==> src/rtl/rv_pkg.sv <==
// ============================================================================
//  Module  : rv_pkg
//  Brief   : Shared opcodes, FSM state encoding and datapath select encodings
//            for the RV32I multi-cycle controller.
//  Rev     : 1.0  initial release
// ============================================================================
`default_nettype none

package rv_pkg;

  // RV32I major opcodes handled by the controller
  localparam logic [6:0] OP_LOAD   = 7'b0000011;
  localparam logic [6:0] OP_IMM    = 7'b0010011;
  localparam logic [6:0] OP_STORE  = 7'b0100011;
  localparam logic [6:0] OP_BRANCH = 7'b1100011;
  localparam logic [6:0] OP_JAL    = 7'b1101111;
  localparam logic [6:0] OP_LUI    = 7'b0110111;
  localparam logic [6:0] OP_OP     = 7'b0110011;

  // Controller states; the numeric value is exported on state_o for debug
  typedef enum logic [2:0] {
    FETCH   = 3'd0,
    DECODE  = 3'd1,
    EXECUTE = 3'd2,
    MEM     = 3'd3,
    WB      = 3'd4,
    TRAP    = 3'd5
  } state_t;

  typedef enum logic [1:0] {
    PC_PLUS4 = 2'd0,
    PC_IMM   = 2'd1
  } pc_sel_t;

  typedef enum logic [1:0] {
    WB_ALU = 2'd0,
    WB_MEM = 2'd1,
    WB_PC4 = 2'd2,
    WB_IMM = 2'd3
  } wb_sel_t;

  typedef enum logic [1:0] {
    ALU_ADD   = 2'd0,
    ALU_SUB   = 2'd1,
    ALU_FUNCT = 2'd2
  } alu_op_t;

  // True for every opcode the core implements; anything else traps
  function automatic logic is_legal_op(input logic [6:0] op);
    case (op)
      OP_LOAD, OP_IMM, OP_STORE, OP_BRANCH,
      OP_JAL, OP_LUI, OP_OP: is_legal_op = 1'b1;
      default:               is_legal_op = 1'b0;
    endcase
  endfunction

endpackage

`default_nettype wire

==> src/rtl/mem_timeout.sv <==
// ============================================================================
//  Module  : mem_timeout
//  Brief   : Wait-cycle counter for a req/ready handshake. Flags expiry when
//            the request has waited TIMEOUT_CYC cycles without ready.
//  Rev     : 1.0  initial release
// ============================================================================
`default_nettype none

module mem_timeout #(
  parameter int TIMEOUT_CYC = 255
) (
  input  logic clk,
  input  logic reset,
  input  logic req_i,
  input  logic ready_i,
  output logic expire_o
);

  // Last count value before the limit is reached; a further not-ready cycle expires
  localparam logic [15:0] c_last_cnt = 16'(TIMEOUT_CYC - 1);

  logic [15:0] cnt_q;
  logic [15:0] cnt_d;

  // Count only cycles spent waiting; any idle or completed cycle restarts the count,
  // so every fresh request (FETCH or MEM entry) starts from zero
  always_comb begin
    cnt_d = cnt_q;
    if (!req_i || ready_i) begin
      cnt_d = '0;
    end else begin
      cnt_d = cnt_q + 16'd1;
    end
  end

  // Counter register with synchronous reset
  always_ff @(posedge clk) begin
    if (reset) begin
      cnt_q <= '0;
    end else begin
      cnt_q <= cnt_d;
    end
  end

  // Ready in the final waiting cycle suppresses expiry
  assign expire_o = req_i & ~ready_i & (cnt_q == c_last_cnt);

endmodule

`default_nettype wire

==> src/rtl/multicycle_ctrl.sv <==
// ============================================================================
//  Module  : multicycle_ctrl
//  Brief   : Multi-cycle control FSM for the RV32I core. Sequences fetch,
//            decode, execute, memory and write-back over a shared datapath
//            and traps on illegal opcodes or memory timeouts.
//  Rev     : 1.0  initial release
// ============================================================================
`default_nettype none

module multicycle_ctrl
  import rv_pkg::*;
#(
  parameter int TIMEOUT_CYC = 255
) (
  input  logic        clk,
  input  logic        reset,
  input  logic [31:0] instr,
  input  logic        br_cond,
  input  logic        imem_ready,
  input  logic        dmem_ready,
  output logic        imem_req,
  output logic        dmem_req,
  output logic        dmem_we,
  output logic        ir_we,
  output logic        pc_we,
  output logic [1:0]  pc_sel,
  output logic        alu_src_b,
  output logic [1:0]  alu_op,
  output logic        reg_we,
  output logic [1:0]  wb_sel,
  output logic        illegal,
  output logic [2:0]  state_o
);

  state_t state_q;
  state_t state_d;
  logic   illegal_q;

  logic [6:0] opcode;
  logic       rd_nz;
  logic       tmo_req;
  logic       tmo_ready;
  logic       tmo_expire;
  logic       instr_unused;

  assign opcode       = instr[6:0];
  assign rd_nz        = (instr[11:7] != 5'd0);
  assign instr_unused = ^instr[31:12];

  // Only one memory request is ever outstanding, so one counter serves both ports
  assign tmo_req   = (state_q == FETCH) || (state_q == MEM);
  assign tmo_ready = (state_q == FETCH) ? imem_ready : dmem_ready;

  mem_timeout #(
    .TIMEOUT_CYC (TIMEOUT_CYC)
  ) u_mem_timeout (
    .clk      (clk),
    .reset    (reset),
    .req_i    (tmo_req),
    .ready_i  (tmo_ready),
    .expire_o (tmo_expire)
  );

  // Next-state selection and strobe decode from the current state and IR opcode
  always_comb begin
    state_d   = state_q;
    imem_req  = 1'b0;
    dmem_req  = 1'b0;
    dmem_we   = 1'b0;
    ir_we     = 1'b0;
    pc_we     = 1'b0;
    pc_sel    = PC_PLUS4;
    alu_src_b = 1'b0;
    alu_op    = ALU_ADD;
    reg_we    = 1'b0;
    wb_sel    = WB_ALU;
    illegal   = illegal_q;
    state_o   = state_q;

    case (state_q)
      FETCH: begin
        imem_req = 1'b1;
        if (imem_ready) begin
          ir_we   = 1'b1;
          pc_we   = 1'b1;
          pc_sel  = PC_PLUS4;
          state_d = DECODE;
        end else if (tmo_expire) begin
          state_d = TRAP;
        end
      end

      DECODE: begin
        state_d = is_legal_op(opcode) ? EXECUTE : TRAP;
      end

      EXECUTE: begin
        state_d = FETCH;
        case (opcode)
          OP_OP: begin
            alu_op    = ALU_FUNCT;
            alu_src_b = 1'b0;
            state_d   = WB;
          end
          OP_IMM: begin
            alu_op    = ALU_FUNCT;
            alu_src_b = 1'b1;
            state_d   = WB;
          end
          OP_LOAD, OP_STORE: begin
            alu_op    = ALU_ADD;
            alu_src_b = 1'b1;
            state_d   = MEM;
          end
          OP_BRANCH: begin
            alu_op = ALU_SUB;
            if (br_cond) begin
              pc_we  = 1'b1;
              pc_sel = PC_IMM;
            end
          end
          OP_JAL: begin
            reg_we = rd_nz;
            wb_sel = WB_PC4;
            pc_we  = 1'b1;
            pc_sel = PC_IMM;
          end
          OP_LUI: begin
            reg_we = rd_nz;
            wb_sel = WB_IMM;
          end
          default: state_d = FETCH;
        endcase
      end

      MEM: begin
        dmem_req = 1'b1;
        dmem_we  = (opcode == OP_STORE);
        if (dmem_ready) begin
          state_d = (opcode == OP_STORE) ? FETCH : WB;
        end else if (tmo_expire) begin
          state_d = TRAP;
        end
      end

      WB: begin
        reg_we  = rd_nz;
        wb_sel  = (opcode == OP_LOAD) ? WB_MEM : WB_ALU;
        state_d = FETCH;
      end

      TRAP: begin
        state_d = TRAP;
      end

      default: state_d = FETCH;
    endcase

    // Reset silences every output immediately, aborting any pending request or write
    if (reset) begin
      imem_req  = 1'b0;
      dmem_req  = 1'b0;
      dmem_we   = 1'b0;
      ir_we     = 1'b0;
      pc_we     = 1'b0;
      pc_sel    = PC_PLUS4;
      alu_src_b = 1'b0;
      alu_op    = ALU_ADD;
      reg_we    = 1'b0;
      wb_sel    = WB_ALU;
      illegal   = 1'b0;
      state_o   = 3'd0;
    end
  end

  // State register and sticky trap flag; TRAP is only left through reset
  always_ff @(posedge clk) begin
    if (reset) begin
      state_q   <= FETCH;
      illegal_q <= 1'b0;
    end else begin
      state_q   <= state_d;
      illegal_q <= (state_d == TRAP);
    end
  end

endmodule

`default_nettype wire

==> config.mk <==
export PLATFORM = sky130hd
export DESIGN_NAME = multicycle_ctrl
export DESIGN_NICKNAME = d
export VERILOG_FILES = /design/src/rtl/rv_pkg.sv /design/src/rtl/mem_timeout.sv /design/src/rtl/multicycle_ctrl.sv
export SDC_FILE = /design/constraint.sdc
export NUM_CORES = 1
export LEC_CHECK = 0
export CORE_ASPECT_RATIO = 0.75
export CORE_MARGIN = 1
export CORE_UTILIZATION = 38
export CTS_CLUSTER_SIZE = 40
export DETAILED_ROUTE_END_ITERATION = 12
export GPL_TIMING_DRIVEN = 0
export PLACE_DENSITY = 0.86
export SKIP_CTS_REPAIR_TIMING = 1
export SLEW_MARGIN = 20
export SYNTH_ARGS = -nofsm -noshare
export SYNTH_HDL_FRONTEND = slang
export SYNTH_SLANG_ARGS = --single-unit
==> constraint.sdc <==
create_clock -name clk -period 2.1 [get_ports clk]
set_clock_uncertainty 0.1 [all_clocks]
set_input_delay 0.42 -clock clk [delete_from_list [all_inputs] [get_ports clk]]
set_output_delay 0.42 -clock clk [all_outputs]
set_load 0.01 [all_outputs]
== Word level (Yosys, flattened, before mapping) ==
Cells that the tools add are included.

* Flip-flop bits (word level): 20
* Latch bits: 0
* Memory bits (writable): 0
* Memory bits (read-only): 0
* Logic and storage cells: 74
* Memories kept: 0

* Add/subtract/negate cells: 1
* Multiply operators: 0
* Divide/modulo/power cells: 0
* Magnitude comparators: 0
* Equal/unequal tests: 14
* Shift operators: 0
* Mux-type cells: 42
* Bitwise gates (word level): 3
* Reductions and logical operators: 11

{| class="wikitable"
|+ Operators by type and width
! operator !! count
|-
| two-way mux 1 bit || 23
|-
| equality test 7 x 6 -> 1 bit, second input constant || 3
|-
| two-way mux 3 bit || 6
|-
| adder 16 x 1 -> 16 bit, second input constant || 1
|-
| equality test 16 x 8 -> 1 bit, second input constant || 1
|-
| case mux 3 bit (5 select lines) || 1
|-
| equality test 7 bit, second input constant || 2
|-
| case mux 2 bit (2 select lines) || 3
|-
| equality test 3 bit, second input constant || 3
|-
| two-way mux 2 bit || 4
|-
| case mux 1 bit (2 select lines) || 4
|-
| OR reduction 2 bit || 4
|-
| equality test 7 x 2 -> 1 bit, second input constant || 1
|-
| equality test 7 x 5 -> 1 bit, second input constant || 1
|-
| OR reduction 7 bit || 1
|-
| equality test 3 x 2 -> 1 bit, second input constant || 2
|-
| case mux 3 bit (2 select lines) || 1
|-
| nonzero test 5 bit || 1
|-
| equality test 3 x 1 -> 1 bit, second input constant || 1
|-
| zero test 3 bit || 1
|-
| OR reduction 3 bit || 1
|-
| AND 1 bit || 2
|-
| logical OR 1 bit || 2
|-
| zero test 1 bit || 1
|-
| NOT 1 bit || 1
|}

== Longest topological paths before layout ==
Gate-level depths: netlist (run 1).

* Word-level depth: 9
* Depth in mapped cells: 7
* Depth with buffers taken out: 6

== Modules after synthesis ==
From an unflattened synthesis (run 1), not the netlist that was laid out.

* Cells, all modules: 174
* Area, all modules: 1,375.1 um^2

{| class="wikitable"
|+ Modules (own cells, without submodules)
! module !! instances !! cells an instance !! area an instance (um^2) !! seq. area each (um^2)
|-
| mem_timeout || 1 || 88 || 779.5 || 320.3
|-
| multicycle_ctrl || 1 || 86 || 595.6 || 80.1
|}

== Least setup slack after synthesis (run 1) ==
Ideal clock, no wire load.

* Path type: register -> output
* Start point: register state_q[2]
* End point: output port pc_we
* Arrival: 1,728 ps
* Path slack: -148 ps
* Stages on the path, launching flop included: 6
* Cell sequence: dfxtp_1 > clkbuf_1 > nand2b_1 > or4_1 > nor3_1 > or2_2

* Word-level cells in the longest chain between the ends: 3

{| class="wikitable"
|+ Ends and longest elaborated chain
! what !! line !! RTL
|-
| start, declared || multicycle_ctrl.sv:35 || <nowiki>state_t state_q;</nowiki>
|-
| start signal, assigned || multicycle_ctrl.sv:182 || <nowiki>state_q <= state_d;</nowiki>
|-
| equality test 3 x 2 -> 1 bit or zero test 3 bit (tied branches) || multicycle_ctrl.sv:80 || <nowiki>case (state_q)</nowiki>
|-
| case mux 1 bit (2 select lines) * || multicycle_ctrl.sv:80 ||
|-
| two-way mux 1 bit * || multicycle_ctrl.sv:160 || <nowiki>if (reset) begin</nowiki>
|-
| end, declared || multicycle_ctrl.sv:25 || <nowiki>output logic pc_we,</nowiki>
|}

Every way passes the cells marked *; elsewhere a longest branch is shown, timed or not.

== Worst setup path after layout (run 1) ==
* Start point: register state_q[2]
* End point: output port alu_src_b

* Word-level cells in the longest chain between the ends: 3

{| class="wikitable"
|+ Ends and longest elaborated chain
! what !! line !! RTL
|-
| equality test 3 x 2 -> 1 bit || multicycle_ctrl.sv:80 ||
|-
| two-way mux 1 bit || multicycle_ctrl.sv:80 ||
|-
| two-way mux 1 bit || multicycle_ctrl.sv:160 ||
|-
| end, declared || multicycle_ctrl.sv:27 || <nowiki>output logic alu_src_b,</nowiki>
|}

No other way between the ends.

==> impl_metrics.json, run 1 <==
{
  "max_freq_mhz": 422,
  "clkTransAtPathRegs_ns": 0.08,
  "initial_core_util_pct": 41.6,
  "utilization_pct": 60.9,
  "setup_ws_ns": -0.271,
  "synth_edf_count": 0,
  "pwr-share-comb_pct": 20.1,
  "ant_nets": 0,
  "yosys_warnings": 0,
  "gr-usage-all-layers_pct": 18.3,
  "setup_viol": 9,
  "hpwl_mm": 2.36,
  "crit_slowest_cell": "or4_4",
  "multiInputGateArea_um2": 918,
  "dr.pass1.iters": 4,
  "final_max_slew_viol_count": 0,
  "crit_family": "simple AND/OR/NAND/NOR gates",
  "start_kind": "flop",
  "netSwitchingPower_mw": 0.229,
  "grt_pass1_vias": 1025,
  "slew_headroom_pct": 56.2,
  "nNetsFinal": 246,
  "crit_start": "state_q[2]$_SDFF_PP0_",
  "violations": "negative setup slack",
  "run_status": "finished with violations",
  "synth-seq-area-share_pct": 31.4,
  "n_antenna_cell": 0,
  "worstSetupPathType": "flop to output port",
  "cellPowerDensity_nw_per_um2": 467,
  "cpMostUsedCell": "nand2b_4",
  "clk_latency_ns": 0.27,
  "avgSynthCellArea_um2": 7.72,
  "vias_per_cell": 5.74,
  "endpoint_kind": "output port",
  "die_w_um": 68.9,
  "nFillCells": 281,
  "placed_area_um2": 1650,
  "rows": 17,
  "path_buf_inv": 2,
  "clock-sinks": 20,
  "grt_max_degree": 12,
  "vdd_ir_drop_max_v": 0.000446,
  "period_share_pct": 113,
  "hold_start": "u_mem_timeout.cnt_q[0]$_SDFF_PP0_",
  "cts_buffers": 3,
  "clockRootBuffer": "clkbuf_8",
  "io_pins": 54,
  "hold_path_class": "flop to flop",
  "die_area_um2": 3590,
  "min_period_ns": 2.37,
  "io_buffers": 31,
  "synth_ff_type": "dfxtp_1",
  "clockBufferDepth": 2,
  "switching_share_pct": 26.3,
  "synthesis.area_um2": 1270,
  "routabilityCongestion": 0.854,
  "rsz0062_at_grt": "true",
  "design_area_um2": 1860,
  "crit_chain": "buf_6 -> nand2b_4 -> or4_4 -> nand2b_4 -> a211oi_2 -> buf_2",
  "fin_cells": 244,
  "antenna_found_initial": 0,
  "finalHoldViolCount": 0,
  "core_area_um2": 3060,
  "cp_max_fo": 4,
  "required_ns": 1.58,
  "pre_cts_ws_ns": -0.936,
  "dp_cells": 234,
  "arrival_ns": 1.85,
  "cts-htree-levels": 1,
  "hold_ws_ns": 0.369,
  "layout-area-overhead-vs-synth_pct": 46.4,
  "async_reset_ff_share_pct": 0,
  "synth_nets": 204,
  "worstReg2RegStart": "u_mem_timeout.cnt_q[12]$_SDFF_PP0_",
  "slowest_delay_ns": 0.45,
  "wl_mm": 3.57,
  "maxCapViolCount": 0,
  "num_vias": 1400,
  "cts_tree": "done",
  "routedWlPerCell_um": 14.6,
  "drt_iter0_drc": 163,
  "p_leak_nw": 0.838,
  "layout-drive-gt1-share_pct": 22.3,
  "pwr-share-seq_pct": 45.3,
  "dieHeight_um": 52.1,
  "intPower_mw": 0.642,
  "worst_pin_slew_ns": 0.648,
  "clockPowerShare_pct": 34.6,
  "p_total_mw": 0.870,
  "syn_inst": 165,
  "drc": 0,
  "ys_seq_elements": 20,
  "setup_tns_ns": -1.00,
  "final-seq-area_um2": 403,
  "ys_types": 45,
  "grt_pass1_wl_mm": 4.78,
  "gr-total-overflow": 0
}
## area by class of cell
class	instances	share of cell area, %
Sequential cell	20	21.6
Multi-Input combinational cell	133	49.3
Inverter	3	0.604
Timing Repair Buffer	37	19.9
Tap cell	38	2.55
Buffer	9	3.15
Clock buffer	4	2.95
## final timing paths
path	slack [ns]	endpoint	cells after the start
setup / recovery	-0.27	alu_src_b	6
hold / removal	0.37	u_mem_timeout.cnt_q[0]$_SDFF_PP0_	1
setup reg to reg	0.19	state_q[1]$_SDFF_PP0_	4
hold reg to reg	0.37	u_mem_timeout.cnt_q[0]$_SDFF_PP0_	1
## per-layer routing
layer | routed length, um | global-route usage, % | up-vias
li1 | - | - | 677
met1 | 1630 | 26.3 | 669
met2 | 1680 | 26.9 | 47
met3 | 210 | 4.61 | 7
met4 | 50 | 5.10 | 0
met5 | 0 | 0 | -
## Yosys cell counts, types with 3 or more instances
cell type / n / area [um^2]
nor2_1: 25 / 93.8
dfxtp_1: 20 / 400
xnor2_1: 5 / 43.8
and2_1: 4 / 25.0
clkbuf_1: 7 / 26.3
xor2_1: 6 / 52.6
nor2b_1: 5 / 31.3
inv_1: 3 / 11.3
nand4_1: 3 / 18.8
or3_1: 4 / 25.0
nand2b_1: 5 / 31.3
nand3_1: 4 / 20.0
nor4_1: 5 / 31.3
o21ai_0: 3 / 15.0
nor3_1: 9 / 45.0
or4_1: 5 / 37.5
a21oi_1: 6 / 30.0
nand2_1: 11 / 41.3
## kinds of logic (layout without fill, tap and decap cells)
group	Yosys count	in the layout	synth area share, %
AOI/OAI and AO/OA	22	22	11.8
xor gates and xnor gates	11	11	7.56
adders and majority gates	2	2	1.96
buffers and inverters	12	53	3.93
DFF	20	20	31.4
muxes	1	1	0.786
other	1	1	0.294
and+or+nand+nor	96	96	42.2
## flip-flops by register name (all words and copies together), names as in the netlist
name	cells
state_q	3
illegal_q	1
u_mem_timeout.cnt_q	16
## power by group through the flow
stage	registers (mW)	logic [mW]	clock network [mW]
finish	0.395	0.175	0.301
global route	0.396	0.188	0.322
CTS	0.393	0.145	0.301
detailed placement	0.402	0.145	0
global placement	0.401	0.142	0
floorplan	0.400	0.0771	0
## cells in the final DEF (no fill, tap or decap), drive strengths merged, types with 3 or more instances in the layout
cell type / instances
buf: 16
or3: 5
clkbuf: 10
o21ai: 3
nor2: 25
clkdlybuf4s50: 9
xor2: 6
nor3: 9
a21oi: 6
dfxtp: 20
inv: 3
nand2b: 5
xnor2: 5
nor2b: 5
nor4: 5
dlymetal6s2s: 15
nand3: 4
nand4: 4
and2: 4
nand2: 11
or4: 5
Power figures use the tool's default switching activity.
==> inputs of run 2 (changes only) <==
Clock period 2.1 ns to 2 ns, I/O delays scaled along.
==> impl_metrics.json, run 2 (synthesis results as in run 1) <==
{
  "hold_path_class": "flop to flop",
  "required_ns": 1.50,
  "cpMostUsedCell": "nand2b_4",
  "worst_pin_slew_ns": 0.546,
  "die_w_um": 68.9,
  "routabilityCongestion": 0.847,
  "crit_slowest_cell": "or4_4",
  "grt_pass1_wl_mm": 4.83,
  "gr-usage-all-layers_pct": 17.9,
  "setup_viol": 7,
  "vias_per_cell": 5.41,
  "start_kind": "flop",
  "utilization_pct": 60.0,
  "placed_area_um2": 1680,
  "worstSetupPathType": "flop to output port",
  "rsz0062_at_grt": "true",
  "layout-area-overhead-vs-synth_pct": 44.3,
  "wl_mm": 3.23,
  "drt_iter0_drc": 79,
  "dieHeight_um": 52.1,
  "cp_max_fo": 5,
  "hold_ws_ns": 0.388,
  "num_vias": 1319,
  "cts_tree": "done",
  "cellPowerDensity_nw_per_um2": 489,
  "n_antenna_cell": 0,
  "drc": 0,
  "slowest_delay_ns": 0.46,
  "run_status": "finished with violations",
  "hpwl_mm": 2.29,
  "cts-htree-levels": 1,
  "initial_core_util_pct": 41.6,
  "clockRootBuffer": "clkbuf_8",
  "largest_register": "u_mem_timeout.cnt_q",
  "dr.pass1.iters": 4,
  "clk_latency_ns": 0.26,
  "period_share_pct": 114,
  "slew_headroom_pct": 63.1,
  "grt_max_degree": 12,
  "p_total_mw": 0.898,
  "crit_chain": "buf_6 -> nand2b_4 -> or4_4 -> nand2b_4 -> a211oi_4 -> buf_2",
  "violations": "negative setup slack",
  "grt_pass1_vias": 1072,
  "maxCapViolCount": 0,
  "clkTransAtPathRegs_ns": 0.07,
  "final_cell_mix": "25 x nor2_1, 18 x dfxtp_1, 11 x dlymetal6s2s_1, 10 x nand2_1, 9 x clkbuf_2",
  "layout_commonest_cell": "nor2_1",
  "p_leak_nw": 0.796,
  "cts_buffers": 3,
  "core_area_um2": 3060,
  "largest_register_ffs": 16,
  "antenna_found_initial": 0,
  "clock-sinks": 20,
  "final_max_slew_viol_count": 0,
  "routedWlPerCell_um": 13.2,
  "die_area_um2": 3590,
  "setup_ws_ns": -0.278,
  "nFillCells": 286,
  "arrival_ns": 1.78,
  "reg2reg_slack_ns": 0.11,
  "min_period_ns": 2.28,
  "clockBufferDepth": 2,
  "design_area_um2": 1840,
  "finalHoldViolCount": 0,
  "reg_top3": "u_mem_timeout.cnt_q: 16 flops, state_q: 3 flops, illegal_q: 1 flops",
  "nNetsFinal": 246,
  "endpoint_kind": "output port",
  "ant_nets": 0,
  "rows": 17,
  "setup_tns_ns": -1.24,
  "vdd_ir_drop_max_v": 0.000415,
  "gr-total-overflow": 0,
  "io_buffers": 31,
  "max_freq_mhz": 439,
  "layout-drive-gt1-share_pct": 25.7,
  "io_pins": 54
}
[run 2: changes by cell type in the layout (fill, tap and decap cells not counted), moves of 2 or more]
cell             previous run  this run
clkbuf_2                    3         9
dlymetal6s2s_1             15        11
buf_4                       9         7
clkdlybuf4s50_1             9         7
[run 2: final cells by class]
| class | count | area, um^2 | share of cell area [%] |
|---|---|---|---|
| plain buffers | 9 | 66.3 | 3.61 |
| clock buffers | 4 | 55.1 | 3.00 |
| inverters | 3 | 11.3 | 0.613 |
| multi-input cells | 133 | 931 | 50.6 |
| flip-flops and latches | 20 | 403 | 21.9 |
| well taps | 38 | 47.5 | 2.59 |
| repair buffers | 37 | 324 | 17.6 |
[run 2: worst max-delay path, delay by kind of cell (launching register included)]
| family | cells | cell delay [ns] |
|---|---|---|
| simple gates | 3 | 0.80 |
| buf+inv | 2 | 0.27 |
| flops | 1 | 0.32 |
| compound gates | 1 | 0.14 |
[run 2: worst paths after layout]
kind | depth (start not counted) | to | start
max | 6 | alu_src_b | state_q[2]$_SDFF_PP0_
min | 1 | u_mem_timeout.cnt_q[0]$_SDFF_PP0_ | u_mem_timeout.cnt_q[0]$_SDFF_PP0_
max reg2reg | 4 | u_mem_timeout.cnt_q[14]$_SDFF_PP0_ | u_mem_timeout.cnt_q[4]$_SDFF_PP0_
min reg2reg | 1 | u_mem_timeout.cnt_q[0]$_SDFF_PP0_ | u_mem_timeout.cnt_q[0]$_SDFF_PP0_
[run 2: power by group]
group / internal [mW] / switching (mW) / leakage (nW)
Clock: 0.175 / 0.130 / 0.0288
Combinational: 0.0888 / 0.0893 / 0.604
Sequential: 0.407 / 0.00759 / 0.162
Total: 0.671 / 0.227 / 0.796
[run 2: per-stage QoR]
stage               setup slack [ns]  cells
floorplan                    -0.0108    165
global placement              -0.942    234
detailed placement            -0.961    234
CTS                           -0.961    238
global route                  -0.328    244
finish                        -0.278    244
[run 2: metal layers]
metal / share of wire (%) / track usage (%) / vias to the layer above
met1: 47 / 25.2 / 609
li1: - / - / 675
met3: 4.9 / 3.95 / 4
met2: 48 / 28.0 / 31
met5: 0 / 0 / -
met4: 0.59 / 3.06 / 0
